$ cat src/rtl/apb_regfile_slave.sv
`timescale 1ns/1ps
// ---------------------------------------------------------------------------
// apb_regfile_slave
//   APB completer holding a small register file with programmable wait
//   states. Locations 0 .. 2**ADDR_W-2 are read/write registers; the top
//   location is a read-only count of completed register writes (wraps
//   modulo 2**DATA_W). All outputs are registered; there is no
//   combinational path from any input to any output.
//
// Parameters
//   ADDR_W       address width (2**ADDR_W locations, top one read-only)
//   DATA_W       register / bus data width
//   WAIT_CYCLES  pready-low cycles inserted in each access phase (0 = none)
//
// Ports
//   pclk          in   clock, everything on the rising edge
//   preset        in   synchronous active-high reset
//   pselx         in   slave select
//   penable       in   access phase marker
//   pwrite        in   1 = write, 0 = read
//   paddr         in   [ADDR_W-1:0] address
//   pwdata        in   [DATA_W-1:0] write data
//   prdata        out  [DATA_W-1:0] read data, non-zero only with pready
//   pready        out  transfer complete, high for exactly one cycle
//   pslave_error  out  error response, only ever high with pready
//
// Build option
//   APB_REGFILE_SLAVE_ERR_EN  when defined, a write to the top (read-only)
//   address returns pslave_error=1. When undefined, such writes are
//   silently dropped and pslave_error is constant 0.
// ---------------------------------------------------------------------------
module apb_regfile_slave #(
  parameter int ADDR_W      = 2,
  parameter int DATA_W      = 2,
  parameter int WAIT_CYCLES = 1
) (
  input  logic              pclk,
  input  logic              preset,
  input  logic              pselx,
  input  logic              penable,
  input  logic              pwrite,
  input  logic [ADDR_W-1:0] paddr,
  input  logic [DATA_W-1:0] pwdata,
  output logic [DATA_W-1:0] prdata,
  output logic              pready,
  output logic              pslave_error
);

  localparam int NREG  = (2 ** ADDR_W) - 1;
  localparam int CNT_W = (WAIT_CYCLES > 1) ? $clog2(WAIT_CYCLES) : 1;
  localparam logic [ADDR_W-1:0] TOP_ADDR = {ADDR_W{1'b1}};
  // Counter reload value; only used when WAIT_CYCLES > 0.
  localparam logic [CNT_W-1:0]  CNT_LOAD = CNT_W'((WAIT_CYCLES > 0) ? (WAIT_CYCLES - 1) : 0);

  typedef enum logic [1:0] {
    ST_IDLE  = 2'b00,
    ST_WAIT  = 2'b01,
    ST_READY = 2'b10
  } state_e;

  state_e              state_q,  state_d;
  logic [CNT_W-1:0]    cnt_q,    cnt_d;
  logic [ADDR_W-1:0]   addr_q,   addr_d;
  logic [DATA_W-1:0]   wdata_q,  wdata_d;
  logic                write_q,  write_d;
  logic [DATA_W-1:0]   mem_q [NREG];
  logic [DATA_W-1:0]   mem_d [NREG];
  logic [DATA_W-1:0]   wcount_q, wcount_d;
  logic [DATA_W-1:0]   prdata_q, prdata_d;
  logic                pready_q, pready_d;
  logic                perr_q,   perr_d;

  // Next-state, register-file update and response computation.
  always_comb begin
    state_d  = state_q;
    cnt_d    = cnt_q;
    addr_d   = addr_q;
    wdata_d  = wdata_q;
    write_d  = write_q;
    mem_d    = mem_q;
    wcount_d = wcount_q;

    case (state_q)
      ST_IDLE: begin
        // Only a genuine setup phase starts a transfer; penable without a
        // preceding setup is ignored.
        if (pselx && !penable) begin
          addr_d  = paddr;
          wdata_d = pwdata;
          write_d = pwrite;
          if (WAIT_CYCLES == 0) begin
            state_d = ST_READY;
          end else begin
            state_d = ST_WAIT;
            cnt_d   = CNT_LOAD;
          end
        end else begin
          state_d = ST_IDLE;
        end
      end

      ST_WAIT: begin
        // Deselect during the wait abandons the transfer with no side effects.
        if (!pselx) begin
          state_d = ST_IDLE;
          cnt_d   = {CNT_W{1'b0}};
        end else if (cnt_q == {CNT_W{1'b0}}) begin
          state_d = ST_READY;
        end else begin
          cnt_d = cnt_q - CNT_W'(1);
        end
      end

      ST_READY: begin
        // The transfer completes at this edge, so the write commits here.
        state_d = ST_IDLE;
        if (write_q && (addr_q != TOP_ADDR)) begin
          for (int i = 0; i < NREG; i++) begin
            mem_d[i] = (addr_q == ADDR_W'(i)) ? wdata_q : mem_q[i];
          end
          wcount_d = wcount_q + DATA_W'(1);
        end else begin
          wcount_d = wcount_q;
        end
      end

      default: begin
        state_d = ST_IDLE;
        cnt_d   = {CNT_W{1'b0}};
      end
    endcase

    // Response registers are loaded on the edge that enters READY. addr_d /
    // write_d already hold the transfer's latched values at that point, both
    // for the zero-wait path (fresh from the bus) and the wait path (held).
    pready_d = 1'b0;
    prdata_d = {DATA_W{1'b0}};
    perr_d   = 1'b0;
    if (state_d == ST_READY) begin
      pready_d = 1'b1;
      if (!write_d) begin
        if (addr_d == TOP_ADDR) begin
          prdata_d = wcount_q;
        end else begin
          for (int i = 0; i < NREG; i++) begin
            prdata_d = (addr_d == ADDR_W'(i)) ? mem_q[i] : prdata_d;
          end
        end
      end else begin
        prdata_d = {DATA_W{1'b0}};
      end
`ifdef APB_REGFILE_SLAVE_ERR_EN
      perr_d = write_d && (addr_d == TOP_ADDR);
`else
      perr_d = 1'b0;
`endif
    end else begin
      pready_d = 1'b0;
    end
  end

  // State, storage and output registers with synchronous reset.
  always_ff @(posedge pclk) begin
    if (preset) begin
      state_q  <= ST_IDLE;
      cnt_q    <= {CNT_W{1'b0}};
      addr_q   <= {ADDR_W{1'b0}};
      wdata_q  <= {DATA_W{1'b0}};
      write_q  <= 1'b0;
      for (int i = 0; i < NREG; i++) begin
        mem_q[i] <= {DATA_W{1'b0}};
      end
      wcount_q <= {DATA_W{1'b0}};
      prdata_q <= {DATA_W{1'b0}};
      pready_q <= 1'b0;
      perr_q   <= 1'b0;
    end else begin
      state_q  <= state_d;
      cnt_q    <= cnt_d;
      addr_q   <= addr_d;
      wdata_q  <= wdata_d;
      write_q  <= write_d;
      for (int i = 0; i < NREG; i++) begin
        mem_q[i] <= mem_d[i];
      end
      wcount_q <= wcount_d;
      prdata_q <= prdata_d;
      pready_q <= pready_d;
      perr_q   <= perr_d;
    end
  end

  assign prdata       = prdata_q;
  assign pready       = pready_q;
  assign pslave_error = perr_q;

endmodule
$ cat config.mk
export PLATFORM = sky130hd
export DESIGN_NAME = apb_regfile_slave
export DESIGN_NICKNAME = d
export VERILOG_FILES = /design/src/rtl/apb_regfile_slave.sv
export SDC_FILE = /design/constraint.sdc
export NUM_CORES = 1
export LEC_CHECK = 0
export CORE_UTILIZATION = 49
export DETAILED_ROUTE_END_ITERATION = 6
export PLACE_DENSITY = 0.75
export SLEW_MARGIN = 10
export SYNTH_ARGS = -nofsm -noshare
export SYNTH_HDL_FRONTEND = slang
export SYNTH_SLANG_ARGS = --single-unit
$ cat constraint.sdc
create_clock -name pclk -period 1.95 [get_ports pclk]
set_input_delay 0.195 -clock pclk [delete_from_list [all_inputs] [get_ports pclk]]
set_output_delay 0.195 -clock pclk [all_outputs]
set_load 0.01 [all_outputs]
==> results.toml, run 1 <==
[outcome]
status = "finished clean"

[place]
place.gp.congestion = 0.7451
portBuffers = 11
dpl.cell_count = 97
dpl_cell_area_um2 = 863.3
dpl.hpwl_um = 922.4

[drt]
first_pass_iters = 4
route.detailed.drc = 0
drtIter0Drc = 13
detail_route.wl_per_cell_um = 11.96
ant_nets = 0
vias = 524
wl_um = 1208
vias_per_cell = 5.188

[power_and_ir_drop]
ir_drop_mv = 0.4339
finalPower_w = 0.0006575
power.density_nw_per_um2 = 730.9
leakagePower_nw = 0.3379

[synth]
synth-seq-cells = 18
synth_top_area_cell = "dfxtp_1"
synth_area_leaders = "dfxtp_1, mux2i_1, nor2_1, nor2b_1, nor4bb_1"
synth_most_common_cell = "dfxtp_1"
synth-async-reset-ratio_pct = 0
syn_avg_cell_area_um2 = 10.31
ys.flop_type = "dfxtp_1"
ys_warn_count = 0
ys_seq_area_share_pct = 48.57
synth_area_um2 = 742.0
synthCells = 72
synthesis.nets = 81
ys_top_cells_by_count = "dfxtp_1, mux2i_1, nor2_1, nor2b_1, a21oi_1"
yosysTopAreaCellShare_pct = 48.57
synth_cell_types = 21
synth-edff-count = 0

[layout]
final.fill_count = 120
area_growth_pct = 21.25
stdcell_area_um2 = 899.6
n_antenna_cell = 0
fin_util_pct = 66.64
final_layout_size_suffix_gt1_share_pct = 9.302
final_nets = 96
fin_cells = 101

[floorplanning]
core_area_um2 = 1350
placement_rows = 13
die_area_um2 = 1674
io_pins = 13
die_w_um = 40.91
start_util_pct = 54.96
die_y_um = 40.91

[clock_tree]
worstSkewPairLatency_ps = 290
ctsHoldBuffers = 0
htreeDepth = 1
root_buffer = "clkbuf_4"
clockBufferDepth = 2
numCtsBuffers = 3
postCtsSetupBuffers = 0
cts_resized = 0
cts.sinks = 18
cts.reportedPaths.clkPinSlew_ps = 100
cts_tree = "yes"

[grt]
grt_pass1_wl_um = 2028
gr-total-overflow = 0
antenna_found_initial = 0
track_usage_pct = 19.12
grt_max_degree = 16
grt_pass1_vias = 483

[critical_path]
cpMaxStageDelayCell = "nor4b_2"
cp.required_ps = 2170
critPathKind = "flop to flop"
end_kind = "flop"
critPathLaunchType = "flop"
worstPathArrival_ps = 1720
worst-path-max-fanout = 8
critPathMaxStageDelay_ps = 380
path_cells = "nor4b_2 -> buf_4 -> mux2i_1 -> o211ai_1 -> a21oi_1"

[timing]
fin_skew_ps = 3.926
grt_setup_unrepaired = "no"
post-route-min-period_ps = 1500
tns_ps = 0
drv_slew = 0
setup_viol = 0
post-route-period-util_pct = 76.94
max_freq_ghz = 0.6665
finalHoldViolations = 0

[flow_run]
maxCapViolations = 0

[hold_path]
min_path_type = "primary input to flop"
## metal layers
metal	wire length (µm)	up-vias	track usage, %
li1	-	277	-
met1	621	232	24.33
met2	512	15	26.95
met3	74	0	10.33
met4	0	0	6.667
met5	0	-	0
## metrics by stage
step | setup WS (ps) | hold WS, ps
finish | 449.7 | 498.5
CTS | 423.5 | 497.8
global placement | 163.9 | 484.6
detailed placement | 166.9 | 494.7
global route | 329.0 | 490.1
floorplan | 507.7 | 266.6
## power by group
group	internal [W]	switching (W)
clock	0.000114	0.000109
sequential	0.000374	0.00000740
combinational	0.0000320	0.0000216
## layout make-up
cell class | instances | area (µm²) | share of cell area [%]
clock buffer | 4 | 36.28 | 4.033
inverter | 1 | 3.754 | 0.4172
multi-input combinational | 50 | 355.3 | 39.50
sequential | 18 | 360.3 | 40.06
tap | 15 | 18.77 | 2.086
timing repair buffer | 13 | 125.1 | 13.91
## cell usage in the layout (no fill, tap or decap)
cell,n
dfxtp_1,18
mux2i_1,13
nor2_1,13
clkdlybuf4s50_1,11
nor2b_1,5
a21oi_1,3
clkbuf_4,3
xnor2_1,2
or3_1,2
nor4bb_1,2
o211ai_1,2
buf_4,2
nor4b_2,1
nand3b_1,1
nor3_1,1
or3b_1,1
inv_1,1
nand2_1,1
nor3b_1,1
mux2i_2,1
conb_1,1
clkbuf_8,1
## final timing paths
path	start	endpoint	slack [ps]	depth (start not counted)
worst max register to register	state_q[0]	prdata[1]	450	5
worst max-delay path	state_q[0]	prdata[1]	450	5
worst min-delay path	preset	pready	500	2
worst min register to register	state_q[0]	state_q[1]	510	1
## sequential cells by signal, indices dropped and copies added, names as in the netlist
| name | count |
|---|---|
| mem_q | 6 |
| addr_q | 2 |
| prdata | 2 |
| state_q | 2 |
| wcount_q | 2 |
| wdata_q | 2 |
| pready | 1 |
| write_q | 1 |
## logic make-up after synthesis
kind of cell | count (synthesis) | synth area share, %
compound gates | 5 | 4.046
xor+xnor | 2 | 2.361
buf+inv | 4 | 3.541
flops | 18 | 48.57
mux | 14 | 19.39
other cells | 1 | 0.5054
simple gates | 28 | 21.58
## worst max-delay path: cells and delay by family, from the launching register on
family | cells | cell delay, ps
AO/OA/AOI/OAI | 2 | 230
buffers and inverters | 1 | 240
AND/OR/NAND/NOR | 1 | 380
flip-flops | 1 | 340
multiplexers | 1 | 240
(Power assumes the default switching activity.)
==> inputs of run 2 (changes only) <==
--- a/config.mk
+++ b/config.mk
@@ -5,9 +5,9 @@
 export SDC_FILE = /design/constraint.sdc
 export NUM_CORES = 1
 export LEC_CHECK = 0
-export CORE_UTILIZATION = 49
+export CORE_UTILIZATION = 44
 export DETAILED_ROUTE_END_ITERATION = 6
-export PLACE_DENSITY = 0.75
+export PLACE_DENSITY = 0.71
 export SLEW_MARGIN = 10
 export SYNTH_ARGS = -nofsm -noshare
 export SYNTH_HDL_FRONTEND = slang
==> constraint.sdc (replaced) <==
create_clock -name pclk -period 1.33 [get_ports pclk]
set_input_delay 0.133 -clock pclk [delete_from_list [all_inputs] [get_ports pclk]]
set_output_delay 0.133 -clock pclk [all_outputs]
set_load 0.01 [all_outputs]
==> run 2 against run 1 <==
Via count increased by 11%. The flow now finishes with violations (setup timing). Worst hold slack got worse by 46 ps. Fmax increased by 3.5%. Critical path type unchanged. Routed wire length increased by 28%. Non-clock buffer count increased by 10. Largest cell class is now multi-input gates.
==> results.toml, run 2 (synthesized netlist as in run 1, its figures left out) <==
[outcome]
status = "finished, violations left"
violations = "setup timing"

[grt]
grt_max_degree = 16
gr-total-overflow = 0
antenna_found_initial = 0
grt_pass1_wl_um = 2311
grt_pass1_vias = 534
track_usage_pct = 16.78

[hold_path]
hp-start = "pwdata[0]"
min_path_cells = 3
whs_endpoint = "wdata_q[0]"
min_path_type = "primary input to flop"

[timing]
drv_slew = 0
post-route-min-period_ps = 1449
max_freq_ghz = 0.6899
setup_viol = 9
grt_setup_unrepaired = "yes"
finalWorstSetupSlack_ps = -119.4
tns_ps = -535.4
fin_skew_ps = 1.585
finalHoldViolations = 0
post-route-period-util_pct = 109.0

[power_and_ir_drop]
leakagePower_nw = 0.4000
switchingPower_w = 0.0002192
power.density_nw_per_um2 = 953.5
clkPwrFrac_pct = 32.5
comb_power_share_pct = 11.8
ir_drop_mv = 0.6615
sequentialPowerShare_pct = 55.7
p_sw_share_pct = 21.75
p_int_w = 0.0007889

[layout]
layout_common_cells = "dfxtp_1, nor2_1, clkdlybuf4s50_1, mux2i_1, buf_4"
final_common_cell = "dfxtp_1"
largest_reg_flops = 6
top_register = "mem_q"
area_growth_pct = 42.50
fin_cells = 112
fin_util_pct = 68.59
stdcell_area_um2 = 1057
n_antenna_cell = 0
final_nets = 106
final_layout_size_suffix_gt1_share_pct = 29.17

[clock_tree]
clockBufferDepth = 2
ctsHoldBuffers = 0
cts_tree = "yes"
root_buffer = "clkbuf_4"
cts.reportedPaths.clkPinSlew_ps = 100
worstSkewPairLatency_ps = 280
htreeDepth = 1
cts.sinks = 18
numCtsBuffers = 3

[flow_run]
maxCapViolations = 0

[floorplanning]
die_area_um2 = 1855
die_y_um = 43.07
io_pins = 13
placement_rows = 14
die_w_um = 43.07
core_area_um2 = 1541
start_util_pct = 48.13

[critical_path]
cp.required_ps = 1510
worst-path-max-fanout = 3
r2r-end = "prdata[1]"
reg2reg_slack_ps = -120
r2r-start = "state_q[1]"
rr_worst_depth = 5
end_kind = "flop"
critPathLaunchType = "flop"
worstPathArrival_ps = 1630
critPathKind = "flop to flop"

[drt]
first_pass_iters = 4
ant_nets = 0
drtIter0Drc = 8
wl_um = 1552
vias_per_cell = 5.214
detail_route.wl_per_cell_um = 13.86
vias = 584
route.detailed.drc = 0

[place]
place.gp.congestion = 0.7288
dpl_cell_area_um2 = 934.6
portBuffers = 11
dpl.cell_count = 106
dpl.hpwl_um = 966.4
-- run 2: cell count changes in the layout (fill, tap and decap cells not counted), moves of 2 or more --
cell	previous run	this run
buf_4	2	9
buf_6	0	3
mux2i_1	13	10
mux2i_4	0	3
dfxtp_1	18	16
dfxtp_2	0	2
nor2b_1	5	3
-- run 2: stage by stage --
step                      setup slack, ps  total power (W)  hold slack [ps]
final                              -119.4         0.001008            452.7
after global routing               -187.5         0.001049            467.2
after CTS                          -96.17        0.0009999            443.8
after detailed placement           -346.2        0.0006683            488.5
after global placement             -322.6        0.0006667            474.1
after floorplan                    -66.39        0.0006182            203.0
-- run 2: worst max-delay path by stage --
stage                     from        end  slack, ps  depth (start not counted)
floorplan           state_q[1]  prdata[0]        -70                          5
global placement         pselx  prdata[0]       -320                          7
detailed placement     penable  prdata[1]       -350                          6
CTS                 state_q[1]  prdata[0]       -100                          6
global route        state_q[1]  prdata[0]       -190                          5
finish              state_q[1]  prdata[1]       -120                          5
-- run 2: layout make-up --
class                      instances  area, µm²
multi-input combinational         50      422.9
tap                               16      20.02
sequential                        18      362.8
timing repair buffer              23      211.5
clock buffer                       4      36.28
fill                             119      484.2
inverter                           1      3.754
-- run 2: timing repair --
item	4_1_cts	5_1_grt
buffers inserted	0	2
setup endpoints to repair	5	11
pin swaps	1	0
gates resized for setup	3	13
-- run 2: power groups by stage --
stage | sequential, W | combinational [W] | clock [W]
detailed placement | 0.000572 | 0.0000961 | 0
global route | 0.000564 | 0.000126 | 0.000359
global placement | 0.000572 | 0.0000947 | 0
CTS | 0.000560 | 0.000100 | 0.000340
floorplan | 0.000570 | 0.0000483 | 0
finish | 0.000561 | 0.000119 | 0.000327
-- run 2: critical path, cell delays in order (launching register included) --
cell	delay, ps
dfxtp_2	340
nor4b_2	250
buf_4	180
mux2i_4	260
mux2i_1	230
a21oi_1	80
-- run 2: layer usage --
layer / wire length [µm] / part of all wire (%) / global-route usage (%) / up-vias
met5: 0 / 0 / 0 / -
met4: 13 / 0.84 / 5.455 / 0
met3: 44 / 2.8 / 3.830 / 2
met2: 777 / 50 / 25.76 / 10
met1: 717 / 46 / 23.28 / 276
li1: - / - / - / 296
